### src/rtl/rgb_pwm_driver.sv
// Three-channel 8-bit PWM LED driver; duties are latched only at period boundaries.
// Latency: outputs registered from next-state values; backpressure: none (free-running consumer).
module rgb_pwm_driver #(
   parameter int PRESCALE     = 4,
   parameter bit COMMON_ANODE = 1'b0
) (
   input  logic       clk,
   input  logic       rst_n,
   input  logic [7:0] r_in,
   input  logic [7:0] g_in,
   input  logic [7:0] b_in,
   input  logic       enable,
   output logic       pwm_r,
   output logic       pwm_g,
   output logic       pwm_b,
   output logic       period_start,
   output logic       busy
);

   localparam int            PW   = (PRESCALE > 1) ? $clog2(PRESCALE) : 1;
   localparam logic [PW-1:0] PMAX = PW'(PRESCALE - 1);

   typedef enum logic {IDLE, RUN} state_t;

   state_t        r_state, w_state_nx;
   logic [PW-1:0] r_presc, w_presc_nx;
   logic [7:0]    r_phase, w_phase_nx;
   logic [7:0]    r_duty_r, r_duty_g, r_duty_b;
   logic [7:0]    w_duty_r_nx, w_duty_g_nx, w_duty_b_nx;
   logic          r_pwm_r, r_pwm_g, r_pwm_b, r_period_start, r_busy;
   logic          w_run_nx;

   always_comb begin
      w_state_nx  = r_state;
      w_presc_nx  = r_presc;
      w_phase_nx  = r_phase;
      w_duty_r_nx = r_duty_r;
      w_duty_g_nx = r_duty_g;
      w_duty_b_nx = r_duty_b;
      case (r_state)
         IDLE: begin
            w_presc_nx = '0;
            w_phase_nx = '0;
            if (enable) begin
               w_state_nx  = RUN;
               w_duty_r_nx = r_in;
               w_duty_g_nx = g_in;
               w_duty_b_nx = b_in;
            end
         end
         RUN: begin
            if (r_presc == PMAX) begin
               w_presc_nx = '0;
               w_phase_nx = r_phase + 8'd1;
               // Period end: only here does enable or the colour input matter.
               if (r_phase == 8'd255) begin
                  if (enable) begin
                     w_duty_r_nx = r_in;
                     w_duty_g_nx = g_in;
                     w_duty_b_nx = b_in;
                  end else begin
                     w_state_nx = IDLE;
                  end
               end
            end else begin
               w_presc_nx = r_presc + PW'(1);
            end
         end
         default: w_state_nx = IDLE;
      endcase
   end

   assign w_run_nx = (w_state_nx == RUN);

   always_ff @(posedge clk or negedge rst_n) begin
      if (!rst_n) begin
         r_state        <= IDLE;
         r_presc        <= '0;
         r_phase        <= '0;
         r_duty_r       <= '0;
         r_duty_g       <= '0;
         r_duty_b       <= '0;
         r_pwm_r        <= COMMON_ANODE;
         r_pwm_g        <= COMMON_ANODE;
         r_pwm_b        <= COMMON_ANODE;
         r_period_start <= 1'b0;
         r_busy         <= 1'b0;
      end else begin
         r_state        <= w_state_nx;
         r_presc        <= w_presc_nx;
         r_phase        <= w_phase_nx;
         r_duty_r       <= w_duty_r_nx;
         r_duty_g       <= w_duty_g_nx;
         r_duty_b       <= w_duty_b_nx;
         r_pwm_r        <= (w_run_nx && (w_phase_nx < w_duty_r_nx)) ^ COMMON_ANODE;
         r_pwm_g        <= (w_run_nx && (w_phase_nx < w_duty_g_nx)) ^ COMMON_ANODE;
         r_pwm_b        <= (w_run_nx && (w_phase_nx < w_duty_b_nx)) ^ COMMON_ANODE;
         r_period_start <= w_run_nx && (w_phase_nx == 8'd0) && (w_presc_nx == '0);
         r_busy         <= w_run_nx;
      end
   end

   assign pwm_r        = r_pwm_r;
   assign pwm_g        = r_pwm_g;
   assign pwm_b        = r_pwm_b;
   assign period_start = r_period_start;
   assign busy         = r_busy;

endmodule

### config.mk
export PLATFORM = sky130hd
export DESIGN_NAME = rgb_pwm_driver
export DESIGN_NICKNAME = d
export VERILOG_FILES = /design/src/rtl/rgb_pwm_driver.sv
export SDC_FILE = /design/constraint.sdc
export NUM_CORES = 1
export LEC_CHECK = 0
export CAP_MARGIN = 20
export CELL_PAD_IN_SITES_DETAIL_PLACEMENT = 1
export CELL_PAD_IN_SITES_GLOBAL_PLACEMENT = 1
export CORE_UTILIZATION = 40
export DETAILED_ROUTE_END_ITERATION = 16
export PLACE_DENSITY = 0.83
export SYNTH_ARGS = -nofsm -noshare
export SYNTH_HDL_FRONTEND = slang
export SYNTH_SLANG_ARGS = --single-unit
### constraint.sdc
create_clock -name clk -period 2.63 [get_ports clk]
set_input_delay 0.3945 -clock clk [delete_from_list [all_inputs] [get_ports clk]]
set_output_delay 0.3945 -clock clk [all_outputs]
set_load 0.05 [all_outputs]
**Word-level counts from Yosys, hierarchy flattened**

Index checks and enable logic that the tools add are counted.

- Add/sub/neg operators: 2
- Reductions and logical operators: 7
- Equal/unequal tests: 2
- Muxes and demuxes: 20
- $lt $le $gt $ge: 3
- Bitwise operators: 1

Operators with widths:

| cell | number |
|---|---|
| 8-bit 2-to-1 mux | 10 |
| 8-bit one-hot mux with 2 select lines | 4 |
| 8-bit less-than comparator | 3 |
| 8-bit by 1-bit adder with 8-bit output, second input constant | 1 |
| 8-bit == test, second input constant | 1 |
| 8-bit logical NOT | 1 |
| 1-bit logical AND | 5 |
| 2-bit one-hot mux with 2 select lines | 1 |
| 1-bit 2-to-1 mux | 3 |
| 2-bit by 1-bit adder with 2-bit output, second input constant | 1 |
| 2-bit == test, second input constant | 1 |
| 2-bit logical NOT | 1 |
| 2-bit 2-to-1 mux | 1 |
| 1-bit one-hot mux with 2 select lines | 1 |
| 1-bit NOT | 1 |

- Output and inout port bits: 5
- Bits of input ports: 27
- Register bits: 39

**Logic depth before layout (Yosys ltp)**

Gate-level depths: netlist of run 1.

- Depth after elaboration: 6
- Gate-level depth with buffers: 12

**Worst setup path before layout of run 1**

OpenSTA, ideal clock, no wires.

- Path kind: reg2reg
- From: register r_presc[0]
- To: register r_pwm_r, in the netlist pwm_r
- Setup time: 0.094 ns
- Data required time: 2.536 ns
- Slack: 0.161 ns
- Stages on the path, launching flop included: 11
- Period minus slack after synthesis: 2.469 ns
- Arrival time: 2.375 ns
- Path through: dfrtp_1 > ha_1 > buf_2 > nand4_4 > or3_1 > a21boi_0 > ha_1 > a21o_1 > a21oi_1 > o211ai_1 > a211oi_1

- Cells in the longest elaborated chain, start to end: 5

Ends and longest elaborated chain:

| element | RTL line | text |
|---|---|---|
| start: declaration | 26 | `logic [PW-1:0] r_presc, w_presc_nx;` |
| start signal: assignment | 90 | `r_presc <= w_presc_nx;` |
| 2-bit == test | 52 | `if (r_presc == PMAX) begin` |
| 8-bit 2-to-1 mux | 52 |  |
| 8-bit one-hot mux with 2 select lines | 40 | `case (r_state)` |
| named net w_phase_nx[6] | 27 | `logic [7:0] r_phase, w_phase_nx;` |
| 8-bit less-than comparator | 95 | `r_pwm_r <= (w_run_nx && (w_phase_nx < w_duty_r_nx)) ^ COMMON_ANODE;` |
| 1-bit logical AND | 95 |  |
| end signal: assignment | 95 |  |
| end: declaration | 30 | `logic r_pwm_r, r_pwm_g, r_pwm_b, r_period_start, r_busy;` |

The timed path passes the listed nets, and every way through them passes these cells.

**Final worst setup path of run 1**

Same ends and word-level chain as after synthesis.

==> results.txt, run 1 <==
- Filler-free cell count of the finished design: 328
- The detailed router put a total of about 2.6 mm of wire on met1.
- At the worst endpoint, the required time is ~2.8 ns.
* Per-cell via count in the routed design: around 5.5
- The die covers roughly 0.0065 mm².
- Power per Cell Area: a little over 800 mW/mm²
- Top fanout value on the critical path: 7
- Status: complete, no violations
- Portion of the post-synthesis area used by sequential elements: a little under 40%
- Synthesis inferred 39 register bits.
- Hold timing on the final database bottoms out at a slack of between 0.2 and 0.25 ns.
* Final critical-path required period: 2.55 ns
- In this run the worst hold path is classified as in -> async.
* Largest net degree at the start of global routing: 40
- The worst path meets setup with ~0.082 ns of slack.
- Detailed Route WL: 5.96 mm
- Of all flip-flops after synthesis, the portion carrying an async set or reset was between 90% and 100%.
* Number of sinks on the clock net: 39
- The analysis attributes to net switching a power of about 0.98 mW.
- In this run, the number of DRC markers left after iteration 0 of detailed routing was 60.
* Post-route clock period utilization: 96.9%
- Type of the setup path with the least slack: reg -> reg
- Max Slew Vio Count: 0
- In the final design database the tool counted 302 nets.
* Clock network fraction of design power: a little over a fifth
* Port-buffer cells: 31
- Routability Congestion: a little over 0.8
* Avg Synthesized Cell Area: 12.1 µm²
- In this run, the combinational gates consume 47.1% of the power.
- Share of final-layout standard cells stronger than drive strength 1: between 20% and 30%
- Fin Clk Skew: ~0.0065 ns
- Number of inserted filler cells in the final layout: 644
* Floorplan row count: 28
- Sequential cells account for a little under a third of the total power.
- Number of remaining DRC errors: 0
- Leak: roughly 1.6 nW
- After clock tree synthesis, the clock-pin slew on the worst setup and hold paths is about 0.090 ns.
* Number of placed cells counting well taps: about 320
- Net Sw Frac: between 30% and 40%
- Top-level I/O count: 32
- Number of buffers inserted for hold repair after clock tree synthesis: 0
- Maximum buffer depth of the clock tree: 2
- Slew headroom: between 40% and 50%
- Worst-Margin Slew: a little under 0.9 ns
- Max-cap violations in this run came to 0.
- PnR Total Power: roughly 2.6 mW
- The core region is approximately 0.0060 mm².
- Critical path capture point type: flop
- Antenna Nets Post-Route: 0
* Combined global-route utilization of all metal layers: around a fifth
* Startpoint types: flop
* Wire length per cell after detailed routing: between 15 and 20 µm
- Post-synth top flop: sky130_fd_sc_hd__dfrtp_1
- Clock root cell: sky130_fd_sc_hd__clkbuf_8
* Number of warnings printed during yosys synthesis: 0
* RSZ-0062 raised after global routing: yes
- Derived from the worst setup path, the maximum achievable clock frequency is 392 MHz.
* Total setup violations reported at the end of the flow: 0
* Mapped cell area: approximately 0.0025 mm²
- IR analysis of the VDD net gives a maximum drop of around 0.41 mV.
- Net count after synthesis: between 200 and 300
* DR top layer: met4
* Met3 routed WL: ~130 µm
- Unique masters post-synth: 35
- The number of antenna violations at the first check in global routing was 0.
- Initial cell density of the core: 41.5%
- Count of TritonRoute iterations in the first routing pass: 4
- The wire-length estimate of the detail-placed layout is about 4.4 mm.
* Post-place setup slack: -0.0445 ns
* Critical Path AT: approximately 2.7 ns
* Growth of design area from synthesis to finish: 26.7%
- Global routing finished with a remaining overflow of 0.
- Die outline height: between 80 and 90 µm
- Cell internal power was estimated by the tool at 1.59 mW.
* Setup TNS: 0 ns
- Antenna diode instance count: 0
- The count of endpoints failing hold in the final timing report was 0.
- CTS tree: yes
* Clock latency on the worst-skew pair: 0.31 ns
* Htree depth: 2
- Die Width: between 80 and 90 µm
- WL met2: about 3.1 mm
- Summing over every cut layer, the via total after detailed routing is between 1.5k and 2k.
- Clock buffers created by TritonCTS: 5
- After technology mapping, the gate count stands at a little over 200.
- Count of flip-flops with a built-in enable after synthesis: 0
- Wire length of the first global-routing pass: ~9.5 mm
- Vias in the first global route: roughly 1.9k
==> cell families after synthesis <==
family | count (synthesis) | synth area share [%]
XOR/XNOR | 8 | 2.84
AO/OA/AOI/OAI | 34 | 10.0
adder cells (fa/ha/maj) | 23 | 11.6
buffers and inverters | 16 | 3.29
AND/OR/NAND/NOR | 39 | 9.92
flip-flops | 39 | 39.5
multiplexers | 46 | 22.8
==> metal layers <==
metal	track usage, %	up-vias
met5	0	-
met4	8.39	0
met3	3.64	13
met2	35.9	28
met1	23.4	907
li1	-	849
==> worst paths after layout <==
check	startpoint	end	slack, ns	depth (start not counted)
max	r_presc[0]	pwm_r	0.08	11
min reg2reg	r_duty_r[7]	r_duty_r[7]	0.52	1
max in group asynchronous	rst_n	r_phase[4]	1.81	1
min in group clk	r_duty_r[7]	r_duty_r[7]	0.52	1
max reg2reg	r_presc[0]	pwm_r	0.08	11
min	rst_n	r_duty_g[5]	0.20	1
==> timing repair <==
item / 4_1_cts / 5_1_grt
resized for setup: 5 / 8
endpoints found under the setup margin: 2 / 3
buffers inserted: 0 / 3
pin swaps: 0 / 3
==> state kept, by name, indices dropped and copies added, names as in the netlist <==
signal	cells
pwm_g	1
r_phase	8
r_duty_r	8
pwm_b	1
r_duty_g	8
period_start	1
busy	1
r_presc	2
r_duty_b	8
pwm_r	1
==> worst max-delay path, stage by stage (launching register included) <==
cell and delay [ns]:
sky130_fd_sc_hd__dfrtp_1 0.40, sky130_fd_sc_hd__ha_4 0.17, sky130_fd_sc_hd__buf_4 0.15, sky130_fd_sc_hd__and4_4 0.25, sky130_fd_sc_hd__nand3_1 0.13, sky130_fd_sc_hd__xnor2_1 0.16
sky130_fd_sc_hd__and2_2 0.24, sky130_fd_sc_hd__ha_1 0.33, sky130_fd_sc_hd__and3_1 0.19, sky130_fd_sc_hd__nand3_1 0.10, sky130_fd_sc_hd__a41oi_2 0.18, sky130_fd_sc_hd__a211oi_2 0.10
==> Yosys cell counts (all sizes together), types with 3 or more instances <==
| cell type | n | area (µm²) |
|---|---|---|
| mux2i | 21 | 210 |
| mux2 | 25 | 353 |
| inv | 6 | 22.5 |
| a21oi | 8 | 40.0 |
| and3 | 5 | 31.3 |
| a21o | 6 | 45.0 |
| ha | 23 | 288 |
| nand3 | 8 | 40.0 |
| clkbuf | 3 | 11.3 |
| nand2 | 7 | 33.8 |
| buf | 7 | 47.5 |
| dfrtp | 39 | 976 |
| o211ai | 5 | 37.5 |
| nand4 | 3 | 33.8 |
| xnor2 | 5 | 43.8 |
| xor2 | 3 | 26.3 |
| and2 | 8 | 50.1 |
| a211oi | 6 | 45.0 |
==> metrics by stage <==
stage          area [µm²]  utilization [%]
5_1_grt              3130             52.6
6_report             3130             52.6
2_1_floorplan        2470                -
3_5_place_dp         2940             49.4
3_3_place_gp         2940             49.4
4_1_cts              3080             51.7
==> cell usage in the layout, fill, tap and decap left out, drive strengths merged, types with 2 or more instances in the layout <==
master	netlist	routed
a211oi	6	6
a21o	6	6
a21oi	8	8
a41oi	2	2
and2	8	8
and3	5	5
and4	2	2
buf	7	20
clkbuf	3	6
clkdlybuf4s50	0	30
dfrtp	39	39
ha	23	23
inv	6	6
mux2	25	25
mux2i	21	21
nand2	7	7
nand3	8	8
nand4	3	3
nor3b	2	2
o211ai	5	5
o21ai	2	2
o221ai	2	2
xnor2	5	5
xor2	3	3
==> area by class of cell <==
cell class,count,area (µm²),area share (%)
clock buffer,6,82.6,2.64
clock inverter,2,35.0,1.12
inverter,6,22.5,0.719
multi-input combinational,150,1460,46.6
sequential,39,978,31.2
tap,75,93.8,3.00
timing repair buffer,50,460,14.7
==> power by group through the flow <==
stage / combinational, mW / clock, mW / sequential, mW
after detailed placement: 1.13 / 0 / 0.814
after floorplan: 0.704 / 0 / 0.857
after global routing: 1.35 / 0.573 / 0.828
after CTS: 1.18 / 0.553 / 0.807
final: 1.21 / 0.545 / 0.815
after global placement: 1.06 / 0 / 0.807
(Power assumes the default switching activity.)
==> inputs of run 2 (changes only) <==
--- a/config.mk
+++ b/config.mk
@@ -8,9 +8,10 @@
 export CAP_MARGIN = 20
 export CELL_PAD_IN_SITES_DETAIL_PLACEMENT = 1
 export CELL_PAD_IN_SITES_GLOBAL_PLACEMENT = 1
+export CORE_ASPECT_RATIO = 0.9
 export CORE_UTILIZATION = 40
 export DETAILED_ROUTE_END_ITERATION = 16
-export PLACE_DENSITY = 0.83
+export PLACE_DENSITY = 0.79
 export SYNTH_ARGS = -nofsm -noshare
 export SYNTH_HDL_FRONTEND = slang
 export SYNTH_SLANG_ARGS = --single-unit
==> run 2 against run 1 <==
Power is 2.9% lower. Worst hold slack improved by 0.0089 ns. Critical path type unchanged. Largest cell class unchanged. Final cell count is 0.30% lower. Sequential cell count did not move. Non-clock buffer count increased by 4. Die area about the same. Design area increased by 0.48%.
==> results.txt, run 2 (synthesis gave the netlist of run 1 again) <==
* Antenna diode instance count: 0 (unchanged)
- Post-detail-place hpwl: 4.24 mm (-2.7%)
- The area of the die is 0.00650 mm² (about the same).
* Clock transition at the registers of the reported paths: 0.08 ns (about the same)
- Worst Setup SP: r_presc[0]
- The number of buffers between clock root and the deepest sink is 2 (unchanged).
- The die width came to 84.9 µm (+5.3%).
- The worst supply voltage drop on vdd is 0.329 mV (-20%).
- Area of the multi-input gates: 0.00145 mm² (-0.43%)
* CTS tree: yes
* Routability Congestion: 0.742 (-10%)
* Clock buffers created by TritonCTS: 5 (unchanged)
* Vias in the first global route: 1924 (+1.6%)
- The number of clock sinks was 39 (unchanged).
* Number of buffers inserted for hold repair after clock tree synthesis: 0 (unchanged)
* Initial cell density of the core: 42.4% (+0.95 points)
- PnR Total Power: 2.49 mW (-2.9%)
* Max Slew Vio Count: 0 (unchanged)
* Most common cell after layout, fill and taps aside: sky130_fd_sc_hd__dfrtp_1
* Final setup margin: 0.105 ns (+0.0230 ns)
* Wire length per cell after detailed routing: 17.8 µm (-2.0%)
* Slew headroom: 40.9% (-0.23 points)
- The final worst-path cycle share came to 96.0% (-0.87 points).
- The post-route clock skew came to 0.00802 ns (+0.00151 ns).
- Wire length of the first global-routing pass: 9.61 mm (+1.2%)
* Number of antenna violations at the first check in global routing: 0 (unchanged)
- Top-level I/O count: 32 (unchanged)
* Count of TritonRoute iterations in the first routing pass: 6 (+2)
- RR Startpoint: r_presc[0]
- Area occupied by registers: 976 µm² (-0.26%)
- Worst-Margin Slew: 0.887 ns (+0.00343 ns)
* Critical Path AT: 2.74 ns (+0.02 ns)
- The H-tree depth is 2 (unchanged).
* Commonest cells after routing, fill and taps aside: 39 x sky130_fd_sc_hd__dfrtp_1, 30 x sky130_fd_sc_hd__clkdlybuf4s50_1, 22 x sky130_fd_sc_hd__buf_4
- Compared with the post-synthesis result, the final layout area differs by 27.3%.
- The detailed-route DRC error count came to 0 (unchanged).
- The clock latency reported for the late side of the worst-skew pair was 0.31 ns (about the same).
- Per-cell via count in the routed design: 5.54 (+1.2%)
- The power density relative to cell area is 792 mW/mm² (-3.4%).
* Req. time, crit path: 2.84 ns (+0.04 ns)
- The core region area was 0.00582 mm² (-2.2%).
* Final-report hold violation count: 0 (unchanged)
* Antenna Nets Post-Route: 0 (unchanged)
* Largest net degree at the start of global routing: 40 (unchanged)
- The number of fill cells was 612 (-5.0%).
- The tree is rooted in a sky130_fd_sc_hd__clkbuf_8.
- The overall via count from detail_route was 1813 (+0.89%).
* Top fanout value on the critical path: 8 (+1)
- Worst Hold Class: in -> async
* Post-place setup slack: -0.00112 ns (+0.0434 ns)
- The run finished with clean final reports.
* Leak: 1.61 nW (+0.57%)
* Layout Nets: 306 (+1.3%)
- Total setup violations reported at the end of the flow: 0 (unchanged)
* Global route overflow: 0 (unchanged)
- Floorplan row count: 26 (-7.1%)
- Type of the setup path with the least slack: reg -> reg
* Critical path capture point type: flop
- The number of I/O port buffers was 31 (unchanged).
* Max-capacitance violation count: 0 (unchanged)
- Initial DRC count: 38 (-37%)
* Startpoint types: flop
- Share of final-layout standard cells stronger than drive strength 1: 26.1% (-0.81 points)
* Combined global-route utilization of all metal layers: 19.3% (-0.80 points)
- The height of the die came to 76.6 µm (-5.0%).
- Detailed Route WL: 5.82 mm (-2.3%)
- Final critical-path required period: 2.53 ns (-0.0230 ns)
- Setup repair after global routing left no endpoint under its margin.
- The achievable frequency is 396 MHz (+0.91%).
==> run 2: layout make-up <==
| class | count | share of cell area [%] |
|---|---|---|
| Multi-Input combinational cell | 150 | 46.2 |
| Sequential cell | 39 | 31.0 |
| Timing Repair Buffer | 54 | 15.6 |
| Tap cell | 70 | 2.78 |
| Clock buffer | 6 | 2.62 |
| Clock inverter | 2 | 1.11 |
| Inverter | 6 | 0.716 |
==> run 2: repair_timing <==
action	4_1_cts	5_1_grt
endpoints found under the setup margin	2	3
resized for setup	2	7
buffers inserted	0	5
pin swaps	1	2
==> run 2: routing by layer <==
metal | GRT usage (%) | routed length [µm] | vias to the layer above
li1 | - | - | 860
met1 | 25.0 | 2740 | 913
met2 | 31.3 | 2790 | 29
met3 | 5.53 | 191 | 11
met4 | 5.76 | 99 | 0
met5 | 0 | 0 | -
==> run 2: path summary, 6_finish.rpt <==
check / to / slack, ns / cells after the start
max in group asynchronous: busy / 1.87 / 1
max reg2reg: pwm_b / 0.10 / 11
min reg2reg: r_duty_r[4] / 0.51 / 1
min in group clk: r_duty_r[4] / 0.51 / 1
max: pwm_b / 0.10 / 11
min: r_presc[1] / 0.21 / 1
==> run 2: worst max-delay path: stages, from the launching register on <==
cell	delay [ns]
sky130_fd_sc_hd__dfrtp_1	0.41
sky130_fd_sc_hd__ha_4	0.18
sky130_fd_sc_hd__nand4_4	0.16
sky130_fd_sc_hd__o21ai_4	0.23
sky130_fd_sc_hd__nand2_8	0.10
sky130_fd_sc_hd__buf_4	0.18
sky130_fd_sc_hd__mux2i_1	0.17
sky130_fd_sc_hd__ha_1	0.29
sky130_fd_sc_hd__a21o_1	0.19
sky130_fd_sc_hd__a21oi_1	0.18
sky130_fd_sc_hd__o211ai_1	0.13
sky130_fd_sc_hd__a211oi_2	0.20
==> run 2: through the flow <==
step	util, %	instances	instance area, µm²	TNS (ns)	hold WS, ns
finish	54.0	327	3150	0	0.209
global route	54.0	327	3150	0	0.292
CTS	52.9	322	3080	0	0.245
detailed placement	50.7	314	2950	-0.00112	0.455
global placement	50.7	314	2950	0	0.438
floorplan	-	205	2470	0	0.0989
==> run 2: power by group <==
group	leakage (nW)	total [mW]	switching [mW]	internal, mW
clock	0.0612	0.533	0.226	0.307
combinational	1.06	1.17	0.614	0.554
sequential	0.492	0.793	0.0806	0.712
total	1.61	2.49	0.920	1.57
